===== src/rtl/reg_pipe.sv =====
// reg_pipe: valid/ready register pipeline of DEPTH stages; optional occupancy count via `REG_PIPE_COUNT_EN.
// Latency DEPTH cycles; under backpressure bubbles collapse and in_ready is combinational from out_ready.
module reg_pipe #(
  parameter int               WIDTH   = 4,
  parameter int               DEPTH   = 2,
  parameter logic [WIDTH-1:0] RST_VAL = '0
) (
  input  logic             clk,
  input  logic             rst,
  input  logic             in_valid,
  output logic             in_ready,
  input  logic [WIDTH-1:0] in_data,
  output logic             out_valid,
  input  logic             out_ready,
  output logic [WIDTH-1:0] out_data,
  input  logic             flush
`ifdef REG_PIPE_COUNT_EN
  ,
  output logic [$clog2(DEPTH+1)-1:0] count
`endif
);

  logic [DEPTH-1:0] v;
  logic [DEPTH-1:0] v_nxt;
  logic [WIDTH-1:0] d [DEPTH];
  logic [DEPTH-1:0] r;
  logic [DEPTH-1:0] ld;
  logic             accept;
  logic             all_full;

  // A stage is ready when downstream drains or any stage from here to the output is empty.
  always_comb begin
    r        = '0;
    all_full = 1'b1;
    for (int i = DEPTH - 1; i >= 0; i--) begin
      all_full = all_full & v[i];
      r[i]     = out_ready | ~all_full;
    end
  end

  assign in_ready = r[0] & ~flush;
  assign accept   = in_valid & in_ready;

  always_comb begin
    v_nxt = v;
    ld    = '0;
    if (flush) begin
      v_nxt = '0;
    end else begin
      if (r[0]) v_nxt[0] = accept;
      ld[0] = accept;
      for (int i = 1; i < DEPTH; i++) begin
        if (r[i]) v_nxt[i] = v[i-1];
        ld[i] = r[i] & v[i-1];
      end
    end
  end

  always_ff @(posedge clk or posedge rst) begin
    if (rst) v <= '0;
    else     v <= v_nxt;
  end

  // Data registers only load when a real word is written into them.
  always_ff @(posedge clk or posedge rst) begin
    if (rst) begin
      for (int i = 0; i < DEPTH; i++) d[i] <= RST_VAL;
    end else begin
      if (ld[0]) d[0] <= in_data;
      for (int i = 1; i < DEPTH; i++) begin
        if (ld[i]) d[i] <= d[i-1];
      end
    end
  end

  assign out_valid = v[DEPTH-1];
  assign out_data  = d[DEPTH-1];

`ifdef REG_PIPE_COUNT_EN
  localparam int CW = $clog2(DEPTH + 1);
  logic [CW-1:0] cnt_nxt;

  always_comb begin
    cnt_nxt = '0;
    for (int i = 0; i < DEPTH; i++) cnt_nxt = cnt_nxt + CW'(v_nxt[i]);
  end

  always_ff @(posedge clk or posedge rst) begin
    if (rst) count <= '0;
    else     count <= cnt_nxt;
  end
`endif

endmodule


===== config.mk =====
export PLATFORM = sky130hd
export DESIGN_NAME = reg_pipe
export DESIGN_NICKNAME = d
export VERILOG_FILES = /design/src/rtl/reg_pipe.sv
export SDC_FILE = /design/constraint.sdc
export NUM_CORES = 1
export LEC_CHECK = 0
export BUFFER_PORTS_ARGS = -buffer_cell sky130_fd_sc_hd__buf_2
export CAP_MARGIN = 25
export CORE_AREA = 2 2 39 41
export DETAILED_ROUTE_END_ITERATION = 16
export DIE_AREA = 0 0 41 43
export GPL_TIMING_DRIVEN = 0
export HOLD_SLACK_MARGIN = 0.03
export PLACE_DENSITY = 0.67
export SLEW_MARGIN = 20
export SYNTH_ARGS = -nofsm -noshare
export SYNTH_HDL_FRONTEND = slang
export SYNTH_SLANG_ARGS = --single-unit

===== constraint.sdc =====
create_clock -name clk -period 1.45 [get_ports clk]
set_input_delay 0.145 -clock clk [delete_from_list [all_inputs] [get_ports clk]]
set_output_delay 0.145 -clock clk [all_outputs]
set_load 0.005 [all_outputs]

==> Implementation_results.wiki, run 1 <==
{| class="wikitable"
! Metric !! Value
|-
| Run status || finished clean
|-
| Launch point of the worst hold path || flush
|-
| Seq cells post-synth || 10
|-
| Root buffer cell || sky130_fd_sc_hd__clkbuf_4
|-
| Last weighted congestion value of the routability-driven placer || 0.5946
|-
| Setup repair after global routing missed its margin || true
|-
| Buffers on Ports || 14
|-
| Gr usage total || 9.378%
|-
| Number of global-route vias before repair || 256
|-
| Data required time at the worst endpoint || 1590 ps
|-
| Reg clk slew, reported paths || 60 ps
|-
| Total power density per cell area || 1282 nW/um2
|-
| Number of buffers created by CTS || 3
|-
| Largest vdd supply drop || 0.0006138 V
|-
| Proportion of power drawn by the clock network || 29.9%
|-
| Overflow left after global routing || 0
|-
| Clock tree from TritonCTS || done
|-
| HPWL reported at the end of detailed placement || 505.3 um
|-
| Ratio of cells with drive above 1 in the final layout || 65.45%
|-
| IO Pins || 15
|-
| Die footprint || 1763 um2
|-
| Clock buffer depth || 2
|-
| Synth Instances || 32
|-
| Pre-CTS setup slack || -9.802 ps
|-
| Tightest slew margin relative to the limit || 76.65%
|-
| Reg-to-reg startpoint || v[0]$_DFFE_PP0P_
|-
| Critical path peak fanout || 4
|-
| Post-Route Skew || 4.951 ps
|-
| Time the final worst path needs with I/O delays and setup || 1438 ps
|-
| Initial DRC Count || 0
|-
| Part of the power in registers || 45.9%
|-
| PnR Total Power || 0.7827 mW
|-
| Class of the most critical setup path || flip-flop to flip-flop
|-
| Count of antenna diodes in the layout || 0
|-
| Post-route clock period utilization || 99.18%
|-
| Clock insertion delay at the later pin of the skew report || 250 ps
|-
| Top library cells by usage in the layout, fill and taps aside || sky130_fd_sc_hd__buf_2, sky130_fd_sc_hd__dfrtp_1, sky130_fd_sc_hd__buf_4, sky130_fd_sc_hd__mux2_4, sky130_fd_sc_hd__mux2_2
|-
| Number of iterations in the first detailed-routing pass || 1
|-
| Switching power of the nets || 0.1622 mW
|-
| Combinational Power Share || 24.3%
|-
| Worst Slack Setup Final || 11.88 ps
|-
| H-tree levels || 1
|-
| Static Leakage || 0.3252 nW
|-
| Final-report hold violation count || 0
|-
| CTS Sinks || 10
|-
| Count of standard-cell rows || 14
|-
| Data arrival time of the critical path || 1570 ps
|-
| Number of antenna violations at the first check in global routing || 0
|-
| Antenna Nets Post-Route || 0
|-
| Sort of element at the start of the critical path || flip-flop
|-
| Overall die width || 41 um
|-
| Max Slew Vio Count || 0
|-
| Int Power || 0.6205 mW
|-
| Routed len/inst || 9.606 um
|-
| Worst Hold Endpoint || v[0]$_DFFE_PP0P_
|-
| Final setup violation count || 0
|-
| Net count after synthesis || 41
|-
| Post-route DRC || 0
|-
| Initial Util || 32.01%
|-
| Type of element capturing the critical path || flip-flop
|-
| Sequential area share after synthesis || 56.50%
|-
| Largest net degree at the start of global routing || 11
|-
| Detailed-route vias per instance || 4.070
|-
| Detailed-route wire length || 682 um
|-
| Slew at the pin closest to its max-slew limit || 349.9 ps
|-
| Worst hold stages || 2
|-
| Mean instance size in the synthesized netlist || 13.84 um2
|-
| Reg2reg end || d[6]$_DFFE_PP0P_
|-
| Synth-to-layout area growth || 37.85%
|-
| Worst hold slack across all endpoints || 102.1 ps
|-
| Final layout net count || 65
|-
| Commonest non-fill, non-tap cell in the layout || sky130_fd_sc_hd__buf_2
|-
| Number of vias after detailed routing || 289
|-
| Synthesized cell area || 442.9 um2
|-
| Yosys warning count || 0
|-
| Number of cell instances on the worst register-to-register path || 3
|-
| Maximum frequency from static timing analysis || 695.4 MHz
|-
| Wire length of the first global-routing pass || 1.000 mm
|-
| Reported max-cap violation count || 0
|-
| Core region area || 1384 um2
|-
| Die height || 43 um
|-
| Switching share of total power || 20.73%
|-
| Reg-to-reg slack, setup || 10 ps
|-
| Distinct cell type count after synthesis || 11
|-
| Path category of the worst min-delay check || primary input to flip-flop
|-
| Final core utilization || 44.12%
|}
-- worst max-delay path: stages, from the launching register on --
cell and delay, ps:
sky130_fd_sc_hd__dfrtp_1 370, sky130_fd_sc_hd__and3b_2 220, sky130_fd_sc_hd__or3b_4 420, sky130_fd_sc_hd__mux2_4 310
-- final cells by class --
class	count	area, um2
fillers	133	773.2
flip-flops and latches	10	250.2
multi-input cells	16	156.4
repair buffers	19	110.1
clock buffers	4	36.28
plain buffers	4	30.03
well taps	16	20.02
inverters	2	7.507
-- power groups by stage --
stage | clock network, mW | registers, mW | logic, mW
finish | 0.234 | 0.359 | 0.190
global route | 0.268 | 0.363 | 0.210
CTS | 0.246 | 0.359 | 0.190
detailed placement | 0 | 0.365 | 0.182
global placement | 0 | 0.364 | 0.177
floorplan | 0 | 0.358 | 0.128
-- synthesized netlist by cell type, drive strengths merged --
| library cell | instances | area (um2) |
|---|---|---|
| a21oi | 1 | 5.000 |
| and3b | 1 | 8.760 |
| nor2 | 3 | 11.26 |
| or3b | 1 | 11.26 |
| buf | 4 | 30.03 |
| nand2b | 1 | 6.260 |
| nand3b | 1 | 7.510 |
| inv | 2 | 7.510 |
| mux2 | 8 | 105.1 |
| dfrtp | 10 | 250.2 |
-- state kept, by name, indices dropped and copies added, names as in the netlist --
register  count
out_data      4
v             2
d             4
-- repair_timing --
item / 4_1_cts / 5_1_grt
setup buffers: 3 / 1
setup endpoints to repair: 4 / 4
hold endpoints to repair: 10 / 0
gates resized for setup: 1 / 0
pin swaps: 2 / 1
hold buffers: 1 / 0
-- per-stage QoR --
stage	cell area (um2)	setup TNS, ps	std cells
final	610.6	0	71
after global routing	610.6	-24.65	71
after CTS	603.1	-15.03	70
after detailed placement	533.0	-32.04	62
after global placement	533.0	0	62
after floorplan	442.9	0	32
-- cell families after synthesis --
group	after synthesis	share of synthesized area (%)
AOI/OAI and AO/OA	1	1.129
buffers and inverters	6	8.475
DFF	10	56.50
muxes	8	23.73
and+or+nand+nor	7	10.17
-- per-layer routing --
layer | up-vias | track usage [%] | routed length [um]
met2 | 10 | 13.13 | 314
met3 | 0 | 9.424 | 53
met4 | 0 | 2.000 | 0
met1 | 129 | 9.797 | 314
li1 | 150 | - | -
met5 | - | 0 | 0
-- how the worst max path moves through the flow --
stage	start	endpoint	slack, ps	cells past startpoint
2_1_floorplan	v[1]$_DFFE_PP0P_	d[4]$_DFFE_PP0P_	40	3
3_3_place_gp	v[1]$_DFFE_PP0P_	d[5]$_DFFE_PP0P_	7	3
3_5_place_dp	v[1]$_DFFE_PP0P_	d[4]$_DFFE_PP0P_	-10	3
4_1_cts	v[0]$_DFFE_PP0P_	d[6]$_DFFE_PP0P_	-8	3
5_1_grt	v[0]$_DFFE_PP0P_	d[6]$_DFFE_PP0P_	-9	3
6_report	v[0]$_DFFE_PP0P_	d[6]$_DFFE_PP0P_	10	3
Power figures use the tool's default switching activity.
==> inputs of run 2 (changes only) <==
--- a/config.mk
+++ b/config.mk
@@ -13,7 +13,7 @@
 export GPL_TIMING_DRIVEN = 0
 export HOLD_SLACK_MARGIN = 0.03
 export PLACE_DENSITY = 0.67
-export SLEW_MARGIN = 20
+export SLEW_MARGIN = 15
 export SYNTH_ARGS = -nofsm -noshare
 export SYNTH_HDL_FRONTEND = slang
 export SYNTH_SLANG_ARGS = --single-unit
==> constraint.sdc (replaced) <==
create_clock -name clk -period 1.45 [get_ports clk]
set_input_delay 0.29 -clock clk [delete_from_list [all_inputs] [get_ports clk]]
set_output_delay 0.29 -clock clk [all_outputs]
set_load 0.005 [all_outputs]
==> Implementation_results.wiki, run 2 (same netlist as run 1, synthesis figures left out) <==
{| class="wikitable"
! Metric !! Value
|-
| Run status || finished clean
|-
| Synth-to-layout area growth || 32.49%
|-
| Path category of the worst min-delay check || primary input to flip-flop
|-
| Number of antenna violations at the first check in global routing || 0 (unchanged)
|-
| Antenna Nets Post-Route || 0 (unchanged)
|-
| Type of element capturing the critical path || flip-flop
|-
| Gr usage total || 8.767% (-0.61 points)
|-
| Detailed-route wire length || 634 um (-7.0%)
|-
| Number of buffers created by CTS || 3 (unchanged)
|-
| Total power density per cell area || 1324 nW/um2 (+3.3%)
|-
| Top library cells by usage in the layout, fill and taps aside || sky130_fd_sc_hd__buf_2, sky130_fd_sc_hd__dfrtp_1, sky130_fd_sc_hd__buf_4, sky130_fd_sc_hd__mux2_4, sky130_fd_sc_hd__mux2_2
|-
| Wire length of the first global-routing pass || 924 um (-7.6%)
|-
| Final layout net count || 62 (-4.6%)
|-
| Number of iterations in the first detailed-routing pass || 1 (unchanged)
|-
| Max Slew Vio Count || 0 (unchanged)
|-
| Tightest slew margin relative to the limit || 76.78% (+0.13 points)
|-
| Time the final worst path needs with I/O delays and setup || 1435 ps (-3.516 ps)
|-
| Reg clk slew, reported paths || 60 ps (about the same)
|-
| Overflow left after global routing || 0 (unchanged)
|-
| Clock buffer depth || 2 (unchanged)
|-
| Post-route clock period utilization || 98.94% (-0.24 points)
|-
| Largest vdd supply drop || 0.0006163 V (+0.41%)
|-
| Data arrival time of the critical path || 1570 ps (about the same)
|-
| Count of antenna diodes in the layout || 0 (unchanged)
|-
| Post-route DRC || 0 (unchanged)
|-
| Ratio of cells with drive above 1 in the final layout || 61.54% (-3.9 points)
|-
| Number of vias after detailed routing || 278 (-3.8%)
|-
| Data required time at the worst endpoint || 1590 ps (about the same)
|-
| Final-report hold violation count || 0 (unchanged)
|-
| Die footprint || 1763 um2 (unchanged)
|-
| Count of standard-cell rows || 14 (unchanged)
|-
| Pre-CTS setup slack || -9.802 ps (unchanged)
|-
| Commonest non-fill, non-tap cell in the layout || sky130_fd_sc_hd__buf_2
|-
| Initial DRC Count || 0 (unchanged)
|-
| Final core utilization || 42.41% (-1.7 points)
|-
| HPWL reported at the end of detailed placement || 505.3 um (unchanged)
|-
| Largest net degree at the start of global routing || 11 (unchanged)
|-
| H-tree levels || 1 (unchanged)
|-
| Initial Util || 32.01% (unchanged)
|-
| CTS Sinks || 10 (unchanged)
|-
| Buffers on Ports || 14 (unchanged)
|-
| Number of global-route vias before repair || 234 (-8.6%)
|-
| Last weighted congestion value of the routability-driven placer || 0.5946 (unchanged)
|-
| Core region area || 1384 um2 (unchanged)
|-
| Reported max-cap violation count || 0 (unchanged)
|-
| Die height || 43 um (unchanged)
|-
| Number of gates given a new drive strength after cts || 0 (-1)
|-
| Setup repair after global routing missed its margin || true
|-
| Class of the most critical setup path || flip-flop to flip-flop
|-
| Root buffer cell || sky130_fd_sc_hd__clkbuf_4
|-
| Worst Slack Setup Final || 15.39 ps (+3.516 ps)
|-
| IO Pins || 15 (unchanged)
|-
| Static Leakage || 0.3101 nW (-4.6%)
|-
| Sort of element at the start of the critical path || flip-flop
|-
| Critical path peak fanout || 4 (unchanged)
|-
| Overall die width || 41 um (unchanged)
|-
| Detailed-route vias per instance || 4.088 (+0.44%)
|-
| Clock tree from TritonCTS || done
|-
| Slew at the pin closest to its max-slew limit || 348.0 ps (-1.918 ps)
|-
| Maximum frequency from static timing analysis || 697.1 MHz (+0.25%)
|-
| Routed len/inst || 9.324 um (-2.9%)
|-
| Clock insertion delay at the later pin of the skew report || 250 ps (about the same)
|-
| Final setup violation count || 0 (unchanged)
|-
| Post-Route Skew || 4.735 ps (-0.2168 ps)
|}
[run 2: cell types whose count changed in the layout (fill, tap and decap cells not counted)]
cell	change
sky130_fd_sc_hd__and3b_1	+1
sky130_fd_sc_hd__buf_4	-3
sky130_fd_sc_hd__and3b_2	-1
[run 2: report_power, final]
part	internal, mW	leakage [nW]	switching (mW)
clock network	0.152	0.0210	0.0816
logic	0.131	0.168	0.0531
registers	0.334	0.121	0.0257
[run 2: area by class of cell]
type / count / area [um2]
fill: 135 / 797.0
clock buffer: 4 / 36.28
sequential: 10 / 250.2
tap: 16 / 20.02
multi-input combinational: 16 / 155.1
timing repair buffer: 16 / 87.58
inverter: 2 / 7.507
buffer: 4 / 30.03
[run 2: worst paths after layout]
check / depth (start not counted) / slack, ps / endpoint / startpoint
hold / removal: 2 / 250 / v[0]$_DFFE_PP0P_ / flush
min in group asynchronous: 3 / 530 / out_data[1]$_DFFE_PP0P_ / rst
max in group asynchronous: 3 / 660 / d[6]$_DFFE_PP0P_ / rst
hold reg to reg: 1 / 510 / out_data[2]$_DFFE_PP0P_ / out_data[2]$_DFFE_PP0P_
setup reg to reg: 3 / 20 / d[6]$_DFFE_PP0P_ / v[1]$_DFFE_PP0P_
setup / recovery: 3 / 20 / d[6]$_DFFE_PP0P_ / v[1]$_DFFE_PP0P_
[run 2: worst max-delay path, stage by stage (launching register included)]
cell and delay, ps:
sky130_fd_sc_hd__dfrtp_1 370, sky130_fd_sc_hd__and3b_1 210, sky130_fd_sc_hd__or3b_4 430, sky130_fd_sc_hd__mux2_4 310
[run 2: repair_timing]
item                                    in CTS  in global routing
setup buffers                                1                  0
cloned                                       0                  0
endpoints found under the hold margin       10                  0
pin swaps                                    1                  1
endpoints found under the setup margin       4                  4
hold buffers                                 1                  0
[run 2: metal layers]
| layer | wire [um] | vias up | global-route usage (%) |
|---|---|---|---|
| met5 | 0 | - | 0 |
| met4 | 0 | 0 | 2.000 |
| met3 | 53 | 0 | 9.424 |
| met2 | 292 | 10 | 11.56 |
| met1 | 289 | 124 | 9.459 |
| li1 | - | 144 | - |
[run 2: per-stage QoR]
step	hold WS (ps)	instances	area (um2)	power [mW]	setup TNS (ps)
after global placement	280.1	62	533.0	0.5410	0
after detailed placement	272.1	62	533.0	0.5474	-32.04
after CTS	231.9	68	586.8	0.7927	-44.14
after global routing	233.3	68	586.8	0.8360	-49.76
final	247.0	68	586.8	0.7768	0
after floorplan	130.2	32	442.9	0.4861	0
==> inputs of run 3 (changes only) <==
--- a/config.mk
+++ b/config.mk
@@ -13,6 +13,7 @@
 export GPL_TIMING_DRIVEN = 0
 export HOLD_SLACK_MARGIN = 0.03
 export PLACE_DENSITY = 0.67
+export SETUP_SLACK_MARGIN = 0.05
 export SLEW_MARGIN = 15
 export SYNTH_ARGS = -nofsm -noshare
 export SYNTH_HDL_FRONTEND = slang
==> constraint.sdc (replaced) <==
create_clock -name clk -period 1.2 [get_ports clk]
set_input_delay 0.24 -clock clk [delete_from_list [all_inputs] [get_ports clk]]
set_output_delay 0.24 -clock clk [all_outputs]
set_load 0.005 [all_outputs]
==> Implementation_results.wiki, run 3 (same netlist as run 1, synthesis figures left out) <==
{| class="wikitable"
! Metric !! Value
|-
| Sequential standard cell area || 250.2 um2 (unchanged)
|-
| Area of the multi-input gates || 175.2 um2 (+13%)
|-
| Post-Route Skew || 1.962 ps (-2.772 ps)
|-
| Cell total after placement || 62 (unchanged)
|-
| Failing checks || setup timing
|-
| Last weighted congestion value of the routability-driven placer || 0.6256 (+5.2%)
|-
| Synth-to-layout area growth || 43.79%
|-
| Routed len/inst || 10.16 um (+9.0%)
|-
| Clock insertion delay at the later pin of the skew report || 260 ps (about the same)
|-
| Non-Filler Instances || 69 (+1.5%)
|-
| Final layout net count || 64 (+3.2%)
|-
| CTS Sinks || 10 (unchanged)
|-
| Antenna Nets Post-Route || 0 (unchanged)
|-
| IO Pins || 15 (unchanged)
|-
| Overall die width || 41 um (unchanged)
|-
| Data required time at the worst endpoint || 1340 ps (-250 ps)
|-
| Max Slew Vio Count || 0 (unchanged)
|-
| Die height || 43 um (unchanged)
|-
| Fill cells || 142 (+5.2%)
|-
| Count of antenna diodes in the layout || 0 (unchanged)
|-
| Ratio of cells with drive above 1 in the final layout || 67.92% (+6.4 points)
|-
| Clock tree from TritonCTS || done
|-
| Class of the most critical setup path || flip-flop to flip-flop
|-
| Buffers on Ports || 14 (unchanged)
|-
| Max stage delay cell, worst path || sky130_fd_sc_hd__or3b_4
|-
| Number of buffers created by CTS || 3 (unchanged)
|-
| Initial DRC Count || 1 (+1)
|-
| Setup repair after global routing missed its margin || true
|-
| Number of antenna violations at the first check in global routing || 0 (unchanged)
|-
| Count of standard-cell rows || 14 (unchanged)
|-
| Worst Slack Setup Final || -238.2 ps (-253.6 ps)
|-
| Time the final worst path needs with I/O delays and setup || 1438 ps (+3.635 ps)
|-
| Initial Util || 32.01% (unchanged)
|-
| Total power density per cell area || 1495 nW/um2 (+13%)
|-
| Path category of the worst min-delay check || primary input to flip-flop
|-
| Root buffer cell || sky130_fd_sc_hd__clkbuf_4
|-
| Pre-CTS setup slack || -258.2 ps (-248.4 ps)
|-
| Sort of element at the start of the critical path || flip-flop
|-
| Final setup violation count || 9 (+9)
|-
| Static Leakage || 0.3339 nW (+7.7%)
|-
| Detailed-route vias per instance || 4.333 (+6.0%)
|-
| Data arrival time of the critical path || 1580 ps (about the same)
|-
| Worst hold slack across all endpoints || 208.7 ps (-38.32 ps)
|-
| Number of global-route vias before repair || 293 (+25%)
|-
| Maximum frequency from static timing analysis || 695.3 MHz (-0.25%)
|-
| Final-report hold violation count || 0 (unchanged)
|-
| Tightest slew margin relative to the limit || 76.86% (+0.088 points)
|-
| Run status || finished with violations
|-
| Number of iterations in the first detailed-routing pass || 4 (+3)
|-
| Reg clk slew, reported paths || 60 ps (about the same)
|-
| Reported max-cap violation count || 0 (unchanged)
|-
| Wire length of the first global-routing pass || 1.138 mm (+23%)
|-
| Slew at the pin closest to its max-slew limit || 346.7 ps (-1.321 ps)
|-
| Type of element capturing the critical path || flip-flop
|-
| PnR Total Power || 0.9519 mW (+23%)
|-
| H-tree levels || 1 (unchanged)
|-
| Clock buffer depth || 2 (unchanged)
|-
| Post-route clock period utilization || 119.9% (+21 points)
|-
| Detailed-route wire length || 701 um (+11%)
|-
| Largest vdd supply drop || 0.0006130 V (-0.53%)
|-
| Largest net degree at the start of global routing || 11 (unchanged)
|-
| Gr usage total || 11.01% (+2.2 points)
|-
| Overflow left after global routing || 0 (unchanged)
|-
| Core region area || 1384 um2 (unchanged)
|-
| Post-route DRC || 0 (unchanged)
|-
| Top library cells by usage in the layout, fill and taps aside || sky130_fd_sc_hd__dfrtp_1, sky130_fd_sc_hd__buf_2, sky130_fd_sc_hd__buf_4, sky130_fd_sc_hd__mux2_4, sky130_fd_sc_hd__buf_6
|-
| Critical path peak fanout || 4 (unchanged)
|-
| CP Cell Sequence || and3b_2 > or3b_4 > mux2_4
|-
| Die footprint || 1763 um2 (unchanged)
|-
| Number of vias after detailed routing || 299 (+7.6%)
|-
| Slowest cell delay on critical path || 420 ps (about the same)
|}
[run 3: critical path: cells and delay by family (launching register included)]
family | cells | cell delay (ps)
muxes | 1 | 310
and+or+nand+nor | 2 | 640
DFF | 1 | 370
[run 3: repair_timing]
| item | 4_1_cts | 5_1_grt |
|---|---|---|
| cloned | 0 | 0 |
| setup endpoints to repair | 5 | 13 |
| hold buffers | 1 | 0 |
| hold endpoints to repair | 10 | 0 |
| buffers inserted | 3 | 1 |
| gates resized for setup | 1 | 10 |
| pin swaps | 2 | 3 |
[run 3: per-stage QoR]
| stage | area (um2) | TNS [ps] | utilization (%) |
|---|---|---|---|
| after global placement | 533.0 | -955.8 | 38.52 |
| after CTS | 589.3 | -1345 | 42.59 |
| after floorplan | 442.9 | -848.1 | - |
| after detailed placement | 533.0 | -1025 | 38.52 |
| final | 636.9 | -1247 | 46.02 |
| after global routing | 636.9 | -1611 | 46.02 |
[run 3: worst paths after layout]
| path | slack [ps] | start | end | cells after the start |
|---|---|---|---|---|
| worst min-delay path | 210 | in_valid | v[0]$_DFFE_PP0P_ | 3 |
| worst max-delay path | -240 | v[1]$_DFFE_PP0P_ | d[5]$_DFFE_PP0P_ | 3 |
| min in group asynchronous | 490 | rst | out_data[3]$_DFFE_PP0P_ | 3 |
| worst min register to register | 510 | d[5]$_DFFE_PP0P_ | out_data[1]$_DFFE_PP0P_ | 1 |
| max in group asynchronous | 460 | rst | out_data[2]$_DFFE_PP0P_ | 3 |
| worst max register to register | -240 | v[1]$_DFFE_PP0P_ | d[5]$_DFFE_PP0P_ | 3 |
[run 3: layout make-up]
class                      count  area share, %
tap                           16          3.143
inverter                       2          1.179
clock buffer                   3          3.536
multi-input combinational     16          27.50
buffer                         4          5.305
timing repair buffer          18          20.04
sequential                    10          39.29
[run 3: layer usage]
metal | global-route usage (%) | wire length (um) | part of all wire, %
met2 | 15.00 | 319 | 46
met1 | 10.14 | 297 | 42
met3 | 7.853 | 62 | 8.8
met4 | 10.00 | 22 | 3.1
met5 | 0 | 0 | 0
[run 3: power breakdown]
part / switching, mW / internal (mW) / total [mW]
clock network: 0.0996 / 0.115 / 0.215
logic: 0.0774 / 0.223 / 0.301
registers: 0.0329 / 0.404 / 0.437
